--- src/rtl/stack_pkg.sv ---
// Shared defaults and state encoding for the stack exerciser.
package stack_pkg;
  localparam int unsigned DATA_W_DEF = 8;
  localparam int unsigned DEPTH_DEF  = 32;
  localparam int unsigned COUNT_W    = 6;
  localparam int unsigned MISMATCH_W = 8;

  typedef enum logic [2:0] {
    IDLE,
    PUSH,
    PUSH_GAP,
    POP,
    POP_GAP,
    FINISH
  } state_t;
endpackage

--- src/rtl/stack_gap_timer.sv ---
// Down-counter producing the idle gap after each push/pop strobe.
// Loading starts a gap of GAP cycles; expire is high in the last of them.
module stack_gap_timer
  import stack_pkg::*;
#(
  parameter int unsigned GAP = 2
) (
  input  logic clk,
  input  logic reset,
  input  logic load,
  output logic expire
);

  localparam int unsigned CW = (GAP > 1) ? $clog2(GAP + 1) : 1;

  logic [CW-1:0] cnt;

  // Load the gap length, then count down to zero.
  always_ff @(posedge clk) begin
    if (reset) begin
      cnt <= '0;
    end else if (load) begin
      cnt <= CW'(GAP);
    end else if (cnt != '0) begin
      cnt <= cnt - CW'(1);
    end
  end

  assign expire = (cnt == CW'(1));

endmodule

--- src/rtl/stack_exerciser.sv ---
// Stack exerciser: pushes N incrementing values, pops them back and
// checks LIFO order, reporting mismatches and error_in activity.
module stack_exerciser
  import stack_pkg::*;
#(
  parameter int unsigned DATA_W = DATA_W_DEF,
  parameter int unsigned DEPTH  = DEPTH_DEF,
  parameter int unsigned GAP    = 2
) (
  input  logic                  clk,
  input  logic                  reset,
  input  logic                  start,
  input  logic [COUNT_W-1:0]    count,
  input  logic [DATA_W-1:0]     seed,
  output logic                  push,
  output logic                  pop,
  output logic [DATA_W-1:0]     data_out,
  input  logic [DATA_W-1:0]     data_in,
  input  logic                  error_in,
  output logic                  busy,
  output logic                  done,
  output logic                  pass,
  output logic [MISMATCH_W-1:0] mismatch_cnt
);

  state_t                state, state_nx;
  logic [COUNT_W-1:0]    n_q, idx_q, idx_inc, n_in;
  logic [DATA_W-1:0]     seed_q, exp_pop;
  logic [MISMATCH_W-1:0] mm_q, mm_nx;
  logic                  err_q, err_nx, pass_q;
  logic                  start_acc, gap_load, gap_expire, pop_phase_entry;

  assign start_acc       = (state == IDLE) && start;
  assign n_in            = (32'(count) > DEPTH) ? COUNT_W'(DEPTH) : count;
  assign idx_inc         = idx_q + COUNT_W'(1);
  assign exp_pop         = seed_q + DATA_W'(n_q - idx_inc);
  assign pop_phase_entry = (state_nx == POP) && ((state == PUSH) || (state == PUSH_GAP));
  assign busy            = (state != IDLE);
  assign pass            = pass_q;
  assign mismatch_cnt    = mm_q;

  stack_gap_timer #(.GAP(GAP)) u_gap (
    .clk    (clk),
    .reset  (reset),
    .load   (gap_load),
    .expire (gap_expire)
  );

  // Next-state and strobe decode; gap states are bypassed when GAP is zero.
  always_comb begin
    state_nx = state;
    push     = 1'b0;
    pop      = 1'b0;
    data_out = '0;
    done     = 1'b0;
    gap_load = 1'b0;
    case (state)
      IDLE: begin
        if (start) state_nx = (n_in == '0) ? FINISH : PUSH;
      end
      PUSH: begin
        push     = 1'b1;
        data_out = seed_q + DATA_W'(idx_q);
        if (GAP == 0) begin
          state_nx = (idx_inc == n_q) ? POP : PUSH;
        end else begin
          gap_load = 1'b1;
          state_nx = PUSH_GAP;
        end
      end
      PUSH_GAP: begin
        if (gap_expire) state_nx = (idx_q == n_q) ? POP : PUSH;
      end
      POP: begin
        pop = 1'b1;
        if (GAP == 0) begin
          state_nx = (idx_inc == n_q) ? FINISH : POP;
        end else begin
          gap_load = 1'b1;
          state_nx = POP_GAP;
        end
      end
      POP_GAP: begin
        if (gap_expire) state_nx = (idx_q == n_q) ? FINISH : POP;
      end
      FINISH: begin
        done     = 1'b1;
        state_nx = IDLE;
      end
      default: state_nx = IDLE;
    endcase
  end

  // Run bookkeeping for the cycle being closed: mismatch count and error history.
  always_comb begin
    mm_nx  = mm_q;
    err_nx = err_q | (busy & error_in);
    if (pop && (data_in != exp_pop) && (mm_q != '1)) mm_nx = mm_q + MISMATCH_W'(1);
    if (start_acc) begin
      mm_nx  = '0;
      err_nx = 1'b0;
    end
  end

  // State, run context and verdict registers.
  // The verdict is loaded on entry to FINISH from the next-cycle history so
  // that a mismatch on the final pop (GAP=0) is already included when done is high.
  always_ff @(posedge clk) begin
    if (reset) begin
      state  <= IDLE;
      n_q    <= '0;
      idx_q  <= '0;
      seed_q <= '0;
      mm_q   <= '0;
      err_q  <= 1'b0;
      pass_q <= 1'b0;
    end else begin
      state <= state_nx;
      mm_q  <= mm_nx;
      err_q <= err_nx;
      if (start_acc) begin
        n_q    <= n_in;
        seed_q <= seed;
        pass_q <= 1'b0;
      end
      if (start_acc || pop_phase_entry) begin
        idx_q <= '0;
      end else if (push || pop) begin
        idx_q <= idx_inc;
      end
      if ((state_nx == FINISH) && (state != FINISH)) begin
        pass_q <= (mm_nx == '0) && !err_nx;
      end else if (state == FINISH) begin
        pass_q <= pass_q && !error_in;
      end
    end
  end

endmodule

--- config.mk ---
export PLATFORM = sky130hd
export DESIGN_NAME = stack_exerciser
export DESIGN_NICKNAME = d
export VERILOG_FILES = /design/src/rtl/stack_pkg.sv /design/src/rtl/stack_gap_timer.sv /design/src/rtl/stack_exerciser.sv
export SDC_FILE = /design/constraint.sdc
export NUM_CORES = 1
export LEC_CHECK = 0
export CAP_MARGIN = 10
export CORE_MARGIN = 8
export CORE_UTILIZATION = 50
export CTS_CLUSTER_DIAMETER = 120
export DETAILED_ROUTE_END_ITERATION = 8
export DONT_BUFFER_PORTS = 1
export GPL_ROUTABILITY_DRIVEN = 0
export SYNTH_ARGS = -nofsm -noshare
export SYNTH_HDL_FRONTEND = slang
export SYNTH_HIERARCHICAL = 1
export SYNTH_SLANG_ARGS = --single-unit
--- constraint.sdc ---
create_clock -name clk -period 5.2 [get_ports clk]
set_clock_uncertainty 0.2 [all_clocks]
set_input_delay 1.56 -clock clk [delete_from_list [all_inputs] [get_ports clk]]
set_output_delay 1.56 -clock clk [all_outputs]
set_load 0.03 [all_outputs]
==> qor.tcl, run 1 <==
set qor(holdPathStages) 2
set qor(antenna_left) 0
set qor(kind_of_start_point_of_the_critical_path) {register}
set qor(area_growth_syn_to_layout_pct) 5.80
set qor(h-tree-depth) 2
set qor(hold_violations) 0
set qor(dr.first_iter.drc_count) 112
set qor(ir_worst_vdd_mv) 0.168
set qor(port_buffers) 0
set qor(cts-buffers-inserted) 5
set qor(clock.fmax_mhz) 207
set qor(worst_r2r_startpoint) {idx_q[0]}
set qor(ys_dominant_reg_cell) {sky130_fd_sc_hd__dfxtp_1}
set qor(drt_wl_total_mm) 6.50
set qor(asyncSetResetFlopFracSynth) 0
set qor(placed_cells) 391
set qor(std_cell_rows) 26
set qor(syn_nets) 380
set qor(cts_setup_buffers) 0
set qor(finalCritPeriodShare) 0.927
set qor(leakage_nw) 1.13
set qor(global_route.usage.total) 0.175
set qor(die_area_um2) 8000
set qor(relSlewSlack) 0.398
set qor(hold_ws_ns) 0.250
set qor(clock_tree.buffer_depth) 2
set qor(max_cap_violations) 0
set qor(worst_hold_path_type) {reg2reg}
set qor(seq_area_um2) 702
set qor(core-area_um2) 5170
set qor(crit_path_end_kind) {register}
set qor(synth_seq_area_share) 0.260
set qor(setup_viol) 0
set qor(r2r.worst_path.cells) 19
set qor(report.final.slew_viol_count) 0
set qor(r2r-end) {pass}
set qor(rsz0062_at_grt) {no}
set qor(ys_types) 51
set qor(grt_pass1_vias) 2140
set qor(wl_per_cell_um) 16.3
set qor(globalRouteOverflowTotal) 0
set qor(timing.hold.worst_endpoint) {n_q[0]}
set qor(antenna_cells_inserted) 0
set qor(cts_root_buf) {sky130_fd_sc_hd__clkbuf_8}
set qor(synthesis.instances) 332
set qor(final_core_util) 0.552
set qor(timing.setup.tns_ns) 0
set qor(pin_count) 47
set qor(timing.setup.critical_path_class) {reg2reg}
set qor(initial_core_util) 0.522
set qor(critPathMaxFanout) 6
set qor(multi_input_logic_area_um2) 1900
set qor(avgSynthCellArea_um2) 8.13
set qor(holdCritStartpoint) {n_q[0]}
set qor(drc_violations_left) 0
set qor(required_ns) 5.19
set qor(drt_pre_antenna_iters) 4
set qor(pwrdens_nw_per_um2) 272
set qor(number_of_antenna_violations_at_the_first_check_in_global_routing) 0
set qor(detailedPlacementHpwl_mm) 4.97
set qor(fin_cells) 399
set qor(worst-r2r-setup-slack_ns) 0.38
set qor(netlist_area_um2) 2700
set qor(synth-warning-count) 6
set qor(nets) 376
set qor(tritoncts) {yes}
set qor(routed_via_density) 5.62
set qor(synth-edff-count) 0
set qor(drive_above_1_share) 0.0638
set qor(minimum_clock_period_after_layout_ns) 4.82
set qor(preCtsSetupSlack_ns) 0.244
set qor(die_w_um) 89.5
set qor(tightest_slew_ns) 0.902
set qor(die_h_um) 89.5
set qor(final.setup.worst_slack_ns) 0.378
set qor(ys_ff_latch) 35
set qor(grt_start_max_net_pins) 23
set qor(clkLatencyLatePin_ns) 0.30
set qor(status) {finished clean}
set qor(cts_num_sinks) 35
set qor(fillCellCount) 504
set qor(clkSlewWorstSetupHoldPaths_ns) 0.08
set qor(wire_length_of_the_first_global_routing_pass_mm) 10.7
set qor(via_count) 2243
set qor(worst_ep_arrival_time_ns) 4.82
## through the flow
| step | power (W) | area, um2 |
|---|---|---|
| 5_1_grt | 0.000825 | 2850 |
| 3_5_place_dp | 0.000526 | 2730 |
| 3_3_place_gp | 0.000524 | 2730 |
| 2_1_floorplan | 0.000487 | 2700 |
| 6_report | 0.000777 | 2850 |
| 4_1_cts | 0.000785 | 2850 |
## worst max-delay path: stages, from the launching register on
cell,delay [ns]
sky130_fd_sc_hd__dfxtp_1,0.36
sky130_fd_sc_hd__ha_1,0.36
sky130_fd_sc_hd__inv_1,0.06
sky130_fd_sc_hd__ha_1,0.26
sky130_fd_sc_hd__nor2b_1,0.13
sky130_fd_sc_hd__o21ai_0,0.15
sky130_fd_sc_hd__nand2b_1,0.11
sky130_fd_sc_hd__maj3_1,0.37
sky130_fd_sc_hd__maj3_1,0.37
sky130_fd_sc_hd__xor2_1,0.16
sky130_fd_sc_hd__ha_1,0.37
sky130_fd_sc_hd__o211ai_1,0.13
sky130_fd_sc_hd__and3_1,0.18
sky130_fd_sc_hd__a211o_1,0.30
sky130_fd_sc_hd__a211oi_2,0.28
sky130_fd_sc_hd__nor4_4,0.11
sky130_fd_sc_hd__nor2_1,0.27
sky130_fd_sc_hd__mux2i_1,0.23
sky130_fd_sc_hd__o31ai_1,0.08
sky130_fd_sc_hd__a41o_1,0.26
## metal layers
layer,vias to the layer above,part of all wire,global-route usage
met5,-,0,0
met4,0,0.0097,0.0559
met3,5,0.077,0.0496
met2,56,0.45,0.283
met1,1035,0.46,0.218
li1,1147,-,-
## kinds of logic (layout without fill, tap and decap cells)
family / after synthesis / count (layout) / synth area share
AOI/OAI and AO/OA: 69 / 69 / 0.177
xor gates and xnor gates: 44 / 44 / 0.143
adders and majority gates: 25 / 25 / 0.122
buffers and inverters: 24 / 21 / 0.0390
DFF: 35 / 35 / 0.260
muxes: 3 / 3 / 0.0111
and+or+nand+nor: 132 / 132 / 0.249
## placed cells by master (no fill, tap or decap), types with 5 or more instances in the layout
cell type	count
sky130_fd_sc_hd__dfxtp_1	34
sky130_fd_sc_hd__nand3b_1	6
sky130_fd_sc_hd__o21ai_0	7
sky130_fd_sc_hd__a21oi_1	28
sky130_fd_sc_hd__a21o_1	6
sky130_fd_sc_hd__xnor2_1	28
sky130_fd_sc_hd__nand2_1	41
sky130_fd_sc_hd__xor2_1	16
sky130_fd_sc_hd__clkbuf_8	5
sky130_fd_sc_hd__nor2_1	37
sky130_fd_sc_hd__ha_1	19
sky130_fd_sc_hd__inv_1	12
sky130_fd_sc_hd__nor2b_1	8
sky130_fd_sc_hd__nor3_1	7
## how the worst max path moves through the flow
stage | startpoint | to | slack, ns
final | idx_q[0] | pass | 0.38
after global routing | idx_q[0] | pass | 0.04
after CTS | idx_q[1] | pass | 0.23
after detailed placement | idx_q[1] | pass | 0.24
after global placement | idx_q[1] | pass | 0.43
after floorplan | idx_q[1] | pass | 0.65
## area by class of cell
class                   count  share of cell area
clock buffers               5              0.0241
clock inverters             3              0.0162
inverters                  12              0.0158
multi-input cells         273               0.665
flip-flops and latches     35               0.246
well taps                  70              0.0307
repair buffers              1             0.00263
## Yosys cell counts, types with 7 or more instances
cell | instances | share of area
sky130_fd_sc_hd__ha_1 | 19 | 0.088
sky130_fd_sc_hd__nor2b_1 | 8 | 0.019
sky130_fd_sc_hd__xor2_1 | 16 | 0.052
sky130_fd_sc_hd__nand2_1 | 41 | 0.057
sky130_fd_sc_hd__inv_1 | 12 | 0.017
sky130_fd_sc_hd__o21ai_0 | 7 | 0.013
sky130_fd_sc_hd__dfxtp_1 | 35 | 0.26
sky130_fd_sc_hd__nor2_1 | 37 | 0.051
sky130_fd_sc_hd__clkbuf_1 | 10 | 0.014
sky130_fd_sc_hd__xnor2_1 | 28 | 0.091
sky130_fd_sc_hd__a21oi_1 | 28 | 0.052
sky130_fd_sc_hd__nor3_1 | 7 | 0.013
## sequential cells by signal, summed over array words and instances, names as in the netlist
| name | flops |
|---|---|
| mismatch_cnt | 8 |
| state | 3 |
| u_gap/cnt | 2 |
| seed_q | 8 |
| n_q | 6 |
| idx_q | 6 |
| pass | 1 |
| err_q | 1 |
## where the power goes
part	internal [W]	switching, W
Combinational	0.0000962	0.000131
Clock	0.000144	0.000112
Sequential	0.000278	0.0000150
## what timing repair did
item                                   CTS  global route
endpoints found under the hold margin    0             0
setup endpoints to repair                0             1
resized for setup                        0             2
hold buffers                             0             0
No activity file was read; power rests on OpenSTA's default activity.
==> run 2: changes to the inputs <==
--- a/config.mk
+++ b/config.mk
@@ -12,6 +12,7 @@
 export DETAILED_ROUTE_END_ITERATION = 8
 export DONT_BUFFER_PORTS = 1
 export GPL_ROUTABILITY_DRIVEN = 0
+export REMOVE_ABC_BUFFERS = 1
 export SYNTH_ARGS = -nofsm -noshare
 export SYNTH_HDL_FRONTEND = slang
 export SYNTH_HIERARCHICAL = 1
==> run 2 against run 1 <==
Combinational power is essentially flat; global-route usage shrank 0.91 points; final cell count is the same; sequential power is essentially flat; clock power shrank 16%; maximum frequency grew 0.77%; routed wire length shrank 4.7%; die area is the same; power shrank 5.1%.
==> qor.tcl, run 2 (synthesized netlist as in run 1, its figures left out) <==
set qor(clock_tree.buffer_depth) 2 ;# unchanged
set qor(hold_ws_ns) 0.250 ;# +0.000541 ns
set qor(final.setup.worst_slack_ns) 0.415 ;# +0.0368 ns
set qor(tritoncts) {yes}
set qor(detailedPlacementHpwl_mm) 4.87 ;# -2.0%
set qor(share_seq_of_total_power) 0.398 ;# +0.021
set qor(hold_violations) 0 ;# unchanged
set qor(switching_power_total_w) 0.000242 ;# -6.4%
set qor(mostFrequentLayoutCells) {sky130_fd_sc_hd__nand2_1 (41), sky130_fd_sc_hd__nor2_1 (36), sky130_fd_sc_hd__dfxtp_1 (35)}
set qor(grt_pass1_vias) 2154 ;# +0.65%
set qor(timing.setup.critical_path_class) {reg2reg}
set qor(h-tree-depth) 2 ;# unchanged
set qor(antenna_left) 0 ;# unchanged
set qor(area_growth_syn_to_layout_pct) 5.29
set qor(kind_of_start_point_of_the_critical_path) {register}
set qor(cts_setup_buffers) 0 ;# unchanged
set qor(worst-r2r-setup-slack_ns) 0.42 ;# +0.04 ns
set qor(via_count) 2221 ;# -0.98%
set qor(drt_wl_total_mm) 6.19 ;# -4.7%
set qor(setup_viol) 0 ;# unchanged
set qor(pwrdens_nw_per_um2) 260 ;# -4.6%
set qor(drt_pre_antenna_iters) 4 ;# unchanged
set qor(wire_length_of_the_first_global_routing_pass_mm) 10.3 ;# -3.2%
set qor(worst_r2r_startpoint) {idx_q[1]}
set qor(worst_ep_arrival_time_ns) 4.77 ;# -0.05 ns
set qor(max_stage_delay_cell_worst_path) {sky130_fd_sc_hd__dfxtp_1}
set qor(holdCritStartpoint) {n_q[0]}
set qor(routed.top_layer) {met4}
set qor(post_cts_resized) 0 ;# unchanged
set qor(clock.fmax_mhz) 209 ;# +0.77%
set qor(max_cap_violations) 0 ;# unchanged
set qor(core-area_um2) 5170 ;# unchanged
set qor(drive_above_1_share) 0.0608 ;# -0.00304
set qor(met3_wirelength_um) 389 ;# -22%
set qor(drc_violations_left) 0 ;# unchanged
set qor(holdPathStages) 2 ;# unchanged
set qor(die_h_um) 89.5 ;# unchanged
set qor(die_w_um) 89.5 ;# unchanged
set qor(relSlewSlack) 0.441 ;# +0.0432
set qor(worst_path_largest_cell_delay_ns) 0.47 ;# +0.10 ns
set qor(report.final.slew_viol_count) 0 ;# unchanged
set qor(rsz0062_at_grt) {no}
set qor(ir_worst_vdd_mv) 0.172 ;# +2.3%
set qor(r2r.worst_path.cells) 19 ;# unchanged
set qor(globalRouteOverflowTotal) 0 ;# unchanged
set qor(preCtsSetupSlack_ns) 0.308 ;# +0.0642 ns
set qor(number_of_antenna_violations_at_the_first_check_in_global_routing) 0 ;# unchanged
set qor(cts_root_buf) {sky130_fd_sc_hd__clkbuf_8}
set qor(cts_num_sinks) 35 ;# unchanged
set qor(wl_per_cell_um) 15.5 ;# -4.7%
set qor(timing.hold.worst_endpoint) {n_q[0]}
set qor(m1WireLength_mm) 2.92 ;# -2.2%
set qor(internal-power_w) 0.000496 ;# -4.4%
set qor(crit_path_end_kind) {register}
set qor(fillCellCount) 519 ;# +3.0%
set qor(commonest_non_fill_non_tap_cell_in_the_layout) {sky130_fd_sc_hd__nand2_1}
set qor(clkLatencyLatePin_ns) 0.28 ;# -0.02 ns
set qor(fin_total_pwr_w) 0.000738 ;# -5.1%
set qor(r2r-end) {pass}
set qor(status) {finished clean}
set qor(routed_via_density) 5.57 ;# -0.98%
set qor(global_route.usage.total) 0.166 ;# -0.00907
set qor(postLayoutCellArea_um2) 2840 ;# -0.48%
set qor(port_buffers) 0 ;# unchanged
set qor(required_ns) 5.18 ;# about the same
set qor(wl_met2_mm) 2.82 ;# -4.3%
set qor(cell_breakdown_of_the_critical_path) {ha_1 -> inv_1 -> ha_1 -> nor2b_1 -> o21ai_0 -> nand2b_1 -> maj3_1 -> maj3_1 -> xor2_1 -> ha_1 -> nor4_1 -> o21ai_0 -> a211o_1 -> o211a_1 -> nor4_4 -> nor2_4 -> a41oi_2 -> o31ai_1 -> a41o_1}
set qor(critPathMaxFanout) 8 ;# +2
set qor(cpMostUsedCell) {sky130_fd_sc_hd__ha_1}
set qor(share_of_power_burned_in_combinational_logic) 0.308 ;# +0.016
set qor(dr.first_iter.drc_count) 115 ;# +2.7%
set qor(antenna_cells_inserted) 0 ;# unchanged
set qor(minimum_clock_period_after_layout_ns) 4.78 ;# -0.0368 ns
set qor(grt_start_max_net_pins) 23 ;# unchanged
set qor(tightest_slew_ns) 0.837 ;# -0.0648 ns
set qor(swShare) 0.328 ;# -0.00466
set qor(placedInstanceArea_um2) 2730 ;# unchanged
set qor(std_cell_rows) 26 ;# unchanged
set qor(timing.setup.tns_ns) 0 ;# unchanged
set qor(leakage_nw) 1.12 ;# -0.38%
set qor(clock_power_share) 0.294 ;# -0.037
set qor(clkSlewWorstSetupHoldPaths_ns) 0.07 ;# about the same
set qor(nets) 376 ;# unchanged
set qor(pin_count) 47 ;# unchanged
set qor(holdBufCountCts) 0 ;# unchanged
set qor(worst_hold_path_type) {reg2reg}
set qor(die_area_um2) 8000 ;# unchanged
set qor(finalCritPeriodShare) 0.920 ;# -0.00707
set qor(initial_core_util) 0.522 ;# unchanged
set qor(cts-buffers-inserted) 5 ;# unchanged
-- run 2: stage by stage --
step	util	cells
finish	0.549	399
global route	0.549	399
CTS	0.548	399
detailed placement	0.528	391
global placement	0.528	391
floorplan	-	320
-- run 2: metal layers --
metal / vias up / GRT usage
met5: - / 0
met4: 0 / 0.0393
met3: 5 / 0.0506
met2: 40 / 0.267
met1: 1027 / 0.210
li1: 1149 / -
-- run 2: how the worst max path moves through the flow --
stage / depth (start not counted) / endpoint / from / slack [ns]
after global routing: 19 / pass / idx_q[1] / 0.05
final: 19 / pass / idx_q[1] / 0.42
after floorplan: 19 / pass / idx_q[1] / 0.65
after global placement: 19 / pass / idx_q[1] / 0.43
after detailed placement: 19 / pass / idx_q[1] / 0.31
after CTS: 19 / pass / idx_q[1] / 0.28
-- run 2: worst max-delay path, delay by kind of cell, from the launching register on --
| family | cells | cell delay, ns |
|---|---|---|
| fa+ha+maj | 5 | 1.50 |
| compound gates | 7 | 1.26 |
| simple gates | 5 | 1.01 |
| flops | 1 | 0.47 |
| xor+xnor | 1 | 0.15 |
| buf+inv | 1 | 0.07 |
-- run 2: final cells by class --
cell class,instances,area (um2),share of cell area
well taps,70,87.6,0.0308
multi-input cells,273,1900,0.669
flip-flops and latches,35,701,0.247
repair buffers,1,7.51,0.00264
clock buffers,8,100,0.0352
inverters,12,45.0,0.0159
-- run 2: power groups by stage --
stage / Clock [W] / Combinational (W) / Sequential (W)
after floorplan: 0 / 0.000188 / 0.000296
final: 0.000217 / 0.000227 / 0.000293
after global routing: 0.000236 / 0.000257 / 0.000295
after CTS: 0.000223 / 0.000228 / 0.000294
after detailed placement: 0 / 0.000226 / 0.000300
after global placement: 0 / 0.000225 / 0.000300
